**src/rtl/regfile_write_arbiter.sv**
```systemverilog
`default_nettype none
// ============================================================================
// Module   : regfile_write_arbiter
// Purpose  : Owns the single register file write port (wa/wd/we) and shares
//            it between two write requesters with round-robin arbitration and
//            a valid/ready handshake. After reset, or on clr, it sweeps zero
//            into every register address before accepting requests.
// Ports    :
//   clk, rst             clock (posedge), asynchronous active-high reset
//   req0_valid/addr/data requester 0 write request
//   req0_ready           requester 0 accepted this cycle
//   req1_valid/addr/data requester 1 write request
//   req1_ready           requester 1 accepted this cycle
//   clr                  start a new zeroing sweep
//   busy                 sweep in progress
//   init_done            one-cycle pulse after the last sweep write
//   wa, wd, we           register file write port
// Revision : 1.0 - initial release
// ============================================================================
module regfile_write_arbiter #(
  parameter int          DATA_W       = 4,
  parameter int          ADDR_W       = 3,
  parameter int unsigned ZERO_PROTECT = 0
) (
  input  logic              clk,
  input  logic              rst,
  input  logic              req0_valid,
  input  logic [ADDR_W-1:0] req0_addr,
  input  logic [DATA_W-1:0] req0_data,
  output logic              req0_ready,
  input  logic              req1_valid,
  input  logic [ADDR_W-1:0] req1_addr,
  input  logic [DATA_W-1:0] req1_data,
  output logic              req1_ready,
  input  logic              clr,
  output logic              busy,
  output logic              init_done,
  output logic [ADDR_W-1:0] wa,
  output logic [DATA_W-1:0] wd,
  output logic              we
);

  typedef enum logic [0:0] {
    ST_INIT = 1'b0,
    ST_RUN  = 1'b1
  } state_t;

  localparam logic [ADDR_W-1:0] C_CNT_LAST = '1;
  localparam logic [ADDR_W-1:0] C_CNT_ONE  = ADDR_W'(1);

  state_t            state_q, state_d;
  logic [ADDR_W-1:0] cnt_q, cnt_d;
  logic              ptr_q, ptr_d;
  logic              init_done_q, init_done_d;

  logic              grant_valid;
  logic              grant_sel;
  logic [ADDR_W-1:0] grant_addr;
  logic [DATA_W-1:0] grant_data;

  // Grant selection: a lone requester always wins; a contested cycle goes to
  // the requester named by ptr.
  always_comb begin
    grant_valid = 1'b0;
    grant_sel   = 1'b0;
    if (state_q == ST_RUN) begin
      grant_valid = req0_valid | req1_valid;
      if (req0_valid && req1_valid) begin
        grant_sel = ptr_q;
      end else begin
        grant_sel = req1_valid;
      end
    end
    grant_addr = grant_sel ? req1_addr : req0_addr;
    grant_data = grant_sel ? req1_data : req0_data;
  end

  // Write port and handshake outputs. rst gates them combinationally so the
  // port goes quiet the moment reset is asserted, not at the next edge.
  always_comb begin
    we         = 1'b0;
    wa         = '0;
    wd         = '0;
    req0_ready = 1'b0;
    req1_ready = 1'b0;
    busy       = 1'b1;
    if (!rst) begin
      case (state_q)
        ST_INIT: begin
          we = 1'b1;
          wa = cnt_q;
        end
        ST_RUN: begin
          busy = 1'b0;
          if (grant_valid) begin
            req0_ready = ~grant_sel;
            req1_ready = grant_sel;
            wa         = grant_addr;
            wd         = grant_data;
            // Protected address 0 still handshakes, but the write is dropped.
            we         = !((ZERO_PROTECT != 0) && (grant_addr == '0));
          end
        end
        default: begin
          busy = 1'b1;
        end
      endcase
    end
  end

  assign init_done = init_done_q;

  // Next-state logic.
  always_comb begin
    state_d     = state_q;
    cnt_d       = cnt_q;
    ptr_d       = ptr_q;
    init_done_d = 1'b0;
    case (state_q)
      ST_INIT: begin
        if (clr) begin
          cnt_d = '0;
        end else if (cnt_q == C_CNT_LAST) begin
          state_d     = ST_RUN;
          cnt_d       = '0;
          init_done_d = 1'b1;
        end else begin
          cnt_d = cnt_q + C_CNT_ONE;
        end
      end
      ST_RUN: begin
        // Every grant completes in its own cycle since ready follows valid.
        if (grant_valid) begin
          ptr_d = ~grant_sel;
        end
        if (clr) begin
          state_d = ST_INIT;
          cnt_d   = '0;
        end
      end
      default: begin
        state_d = ST_INIT;
        cnt_d   = '0;
      end
    endcase
  end

  always_ff @(posedge clk or posedge rst) begin
    if (rst) begin
      state_q     <= ST_INIT;
      cnt_q       <= '0;
      ptr_q       <= 1'b0;
      init_done_q <= 1'b0;
    end else begin
      state_q     <= state_d;
      cnt_q       <= cnt_d;
      ptr_q       <= ptr_d;
      init_done_q <= init_done_d;
    end
  end

endmodule
`default_nettype wire
```
**config.mk**
```make
export PLATFORM = sky130hd
export DESIGN_NAME = regfile_write_arbiter
export DESIGN_NICKNAME = d
export VERILOG_FILES = /design/src/rtl/regfile_write_arbiter.sv
export SDC_FILE = /design/constraint.sdc
export NUM_CORES = 1
export LEC_CHECK = 0
export BUFFER_PORTS_ARGS = -buffer_cell sky130_fd_sc_hd__buf_2
export CAP_MARGIN = 20
export CORE_AREA = 5 5 42 44
export CTS_CLUSTER_SIZE = 12
export DETAILED_ROUTE_END_ITERATION = 7
export DIE_AREA = 0 0 47 49
export GPL_ROUTABILITY_DRIVEN = 0
export PLACE_DENSITY = 0.65
export SLEW_MARGIN = 20
export SYNTH_ARGS = -nofsm -noshare
export SYNTH_HDL_FRONTEND = slang
export SYNTH_SLANG_ARGS = --single-unit
```
**constraint.sdc**
```tcl
create_clock -name clk -period 3.74 [get_ports clk]
set_input_delay 0.561 -clock clk [delete_from_list [all_inputs] [get_ports clk]]
set_output_delay 0.561 -clock clk [all_outputs]
set_load 0.1 [all_outputs]
```
; ---- After elaboration in Yosys (flattened, before gate mapping)
; Index checks and enable logic that the tools add are counted.
[word_totals]
ff_bits = 6
[op_classes]
add_sub_neg = 1
bitwise_logic = 3
eq_ne = 2
muxes = 31
reduce_logical = 2
[op_table]
columns = op, n
row1 = $mux 3, 6
row2 = $mux 1, 17
row3 = $mux 4, 4
row4 = $pmux 3 s2, 2
row5 = $pmux 1 s2, 2
row6 = $add 3x1->3 const B, 1
row7 = $eq 3x3->1 const B, 1
row8 = $ne 2x2->1 const B, 1
row9 = $not 1->1, 2
row10 = $reduce_and 2->1, 1
row11 = $logic_and 1x1->1, 1
row12 = $or 1x1->1, 1

; ---- Depth between registers and ports, before layout
[depth]
depth_word = 7
mapped_depth = 5

; ---- Worst setup path before layout
; Ideal clock, no wire load.
[synth_path]
path_kind = in2out
start = input port req0_valid
end = output port wa[0]
path_buffers = 0
t_arrival_ns = 3.231
path_slack_ns = -0.052
cell_stages = 3
required_time_ns = 3.179
cell_sequence = nand2b_1 > nand3_1 > a311oi_1
[synth_via]
elab_chain_len = 7
word_cells_on_any_way = 9
cone_classes = 7 x mux / 1 x bitwise / 1 x reduce/logical
[synth_rtl]
columns = item, line
row1 = start: declaration, 27  ; input logic req0_valid,
row2 = $logic_and 1x1->1, 68  ; if (req0_valid && req1_valid) begin
row3 = $mux 1, 68
row4 = $mux 1, 66  ; if (state_q == ST_RUN) begin
row5 = $mux 3, 74  ; grant_addr = grant_sel ? req1_addr : req0_addr;
row6 = $mux 3 (*), 95  ; if (grant_valid) begin
row7 = $pmux 3 s2 (*), 88  ; case (state_q)
row8 = $mux 3 (*), 87  ; if (!rst) begin
row9 = end: declaration, 38  ; output logic [ADDR_W-1:0] wa,
; Every way passes the cells marked *; elsewhere a longest branch is shown, timed or not.

; ---- Worst setup path after layout
[layout_path]
start = register state_q
end = output port wd[1]
[layout_via]
elab_chain_len = 5
word_cells_on_any_way = 6
cone_classes = 6 x mux
[layout_rtl]
columns = item, line
row1 = start: declaration, 51  ; state_t state_q, state_d;
row2 = start signal: assignment, 155  ; state_q <= state_d;
row3 = $mux 1, 66
row4 = $mux 4, 75  ; grant_data = grant_sel ? req1_data : req0_data;
row5 = $mux 4, 95
row6 = $mux 4 (*), 88
row7 = $mux 4 (*), 87
row8 = end: declaration, 39  ; output logic [DATA_W-1:0] wd,
; Marks and branches as above.

==> summary.md <==
| Metric | Value |
|---|---|
| Inserted Diodes | `0` |
| Via Count | `460` |
| Status | `complete, no violations` |
| Fmax | `403 MHz` |
| Multi-input gate area | `268 um^2` |
| Vert. Die Dim | `slightly below 50 um` |
| # DRC | `0` |
| PostCTS Resize Cnt | `0` |
| Post-Syn Nets | `just under 70` |
| Worst EP required | `3.18 ns` |
| Critical Path End Type | `output pin` |
| CTS Buf Count | `3` |
| Vias in the first global route | `410` |
| Setup violations, final | `0` |
| Post-synthesis cell type count | `19` |
| Fill cells | `158` |
| Number of DRC markers in iteration 0 | `0` |
| Final Max Slew Viols | `0` |
| Hpwl dp | `965 um` |
| Crit path max fanout | `17` |
| DR WL/cell | `12.4 um` |
| Setup bufs post-CTS | `0` |
| Least-Margin Pin Slew | `about 0.6 ns` |
| Hold/Removal Path Class | `primary input to asynchronous set/reset pin` |
| Die area | `2300 um^2` |
| I/O Buffers | `30` |
| CP startpoint kind | `flop` |
| Area Overhead vs Synth | `44.8%` |
| Relative slew slack | `60.2%` |
| Initial Util | `30.3%` |
| Setup TNS | `0 ns` |
| Register area | `between 150 and 200 um^2` |
| Post-DRT Antenna Nets | `0` |
| Final min period | `2.48 ns` |
| Static Leak | `0.320 nW` |
| Die width | `47 um` |
| Via density | `4.95` |
| #FFs+latches synth | `6` |
| CTS clk-pin slew, worst paths | `0.04 ns` |
| Average size of a mapped cell | `9.02 um^2` |
| Final worst slack | `1.26 ns` |
| First-pass GRT wire length | `about 1600 um` |
| Commonest non-fill, non-tap cells in the layout | `30 x buf_2, 9 x nor2_1, 6 x dfrtp_1` |
| Clock Tree Root | `clkbuf_4` |
| Core Rows | `14` |
| Pre-CTS WS | `1.40 ns` |
| Leading area contributor after synthesis | `dfrtp_1` |
| Hold buffer count at CTS | `0` |
| First-pass iteration count of the detailed router | `1` |
| Mapped cell area | `~420 um^2` |
| Ports | `31` |
| Core Area | `about 1400 um^2` |
| Yosys top cell area share | `35.4%` |
| CTS max path bufs | `2` |
| Total GRT Usage | `9.83%` |
| Ys Warns | `0` |
| Hold_ws | `0.300 ns` |
| Max Cap Viol | `0` |
| Clk_skew | `roughly 0.0022 ns` |
| Commonest non-fill, non-tap cell in the layout | `buf_2` |
| Unrepaired setup endpoints after global routing | `false` |
| Sequential area share after synthesis | `between 30% and 40%` |
| Max VDD drop | `0.188 mV` |
| CTS tree | `built` |
| Cells after synthesis | `47` |
| Data arrival, critical path | `1.92 ns` |
| Final hold vios | `0` |
| Post-Route WL | `1150 um` |
| Antenna violations before repair | `0` |
| Critical path type | `flop to output pin` |
| Pwr dens | `between 300 and 400 nW/um^2` |
| Largest net degree at the start of global routing | `18` |
| GRT overflow | `0` |
| CTS HTree Levels | `1` |
| CTS sink cnt | `6` |
| Clk_lat worst skew | `0.24 ns` |
| Final-stage net count | `100` |
| Period utilization | `66.3%` |
| Layout cell share with drive strength beyond 1 | `50.6%` |
| Ranking of synthesized cells by area | `dfrtp_1 35%, a22o_1 8.3%, nor2_1 8.0%` |
==> area by class of cell <==
cell class / count / area share (%)
multi-input cells: 37 / 43.6
well taps: 16 / 3.26
inverters: 1 / 0.611
flip-flops and latches: 6 / 24.4
repair buffers: 30 / 24.4
clock buffers: 3 / 3.67
==> routing by layer <==
| metal | part of all wire, % | vias up | track usage, % |
|---|---|---|---|
| met1 | 38 | 198 | 9.80 |
| met5 | 0 | - | 0 |
| met4 | 1.2 | 0 | 5.53 |
| li1 | - | 234 | - |
| met2 | 45 | 24 | 16.1 |
| met3 | 16 | 4 | 4.43 |
==> critical path, cell delays in order, from the launching register on <==
cell,delay [ns]
dfrtp_1,0.71
nand2b_1,0.21
nor2b_4,0.19
a22o_1,0.15
buf_2,0.42
==> path summary, 6_finish.rpt <==
path                            end  slack (ns)  cells after the start     start
max reg2reg                cnt_q[0]        2.53                      5  cnt_q[0]
max in group asynchronous  cnt_q[2]        3.23                      2       rst
max                           wd[1]        1.26                      4   state_q
min in group clk              ptr_q        0.52                      1     ptr_q
min reg2reg                   ptr_q        0.52                      1     ptr_q
min                        cnt_q[0]        0.30                      2       rst
==> report_power, final <==
part	internal, mW	switching (mW)	leakage, nW	total [mW]
clock network	0.0361	0.0209	0.0138	0.0570
registers	0.0713	0.00632	0.0792	0.0776
logic	0.0207	0.0412	0.227	0.0618
==> logic make-up (layout without fill, tap and decap cells) <==
kind of cell	Yosys count	after routing	synth area share [%]
simple gates	21	21	26.0
fa+ha+maj	2	2	5.90
flops	6	6	35.4
mux	2	2	4.72
compound gates	12	12	22.1
buf+inv	4	34	5.90
==> cell usage after synthesis <==
master    number
a21boi_2       1
nand3_1        3
buf_2          2
nand2_1        3
and4_4         1
nor3b_1        1
mux2i_1        2
dfrtp_1        6
a21oi_1        3
nor3_1         1
nor2_1         9
a22o_1         4
buf_6          1
nand2b_1       2
nor2b_4        1
inv_1          1
ha_1           2
a31oi_1        1
a311oi_1       3
==> state kept, by name, indices dropped and copies added, names as in the netlist <==
name       cells
init_done      1
state_q        1
ptr_q          1
cnt_q          3
==> per-stage QoR <==
stage | instances | utilization (%) | total power, mW | area [um^2]
finish | 93 | 43.8 | 0.196 | 614
global route | 93 | 43.8 | 0.210 | 614
CTS | 93 | 43.8 | 0.202 | 614
detailed placement | 90 | 42.2 | 0.141 | 592
global placement | 90 | 42.2 | 0.141 | 592
floorplan | 47 | - | 0.121 | 443
(Power assumes the default switching activity.)
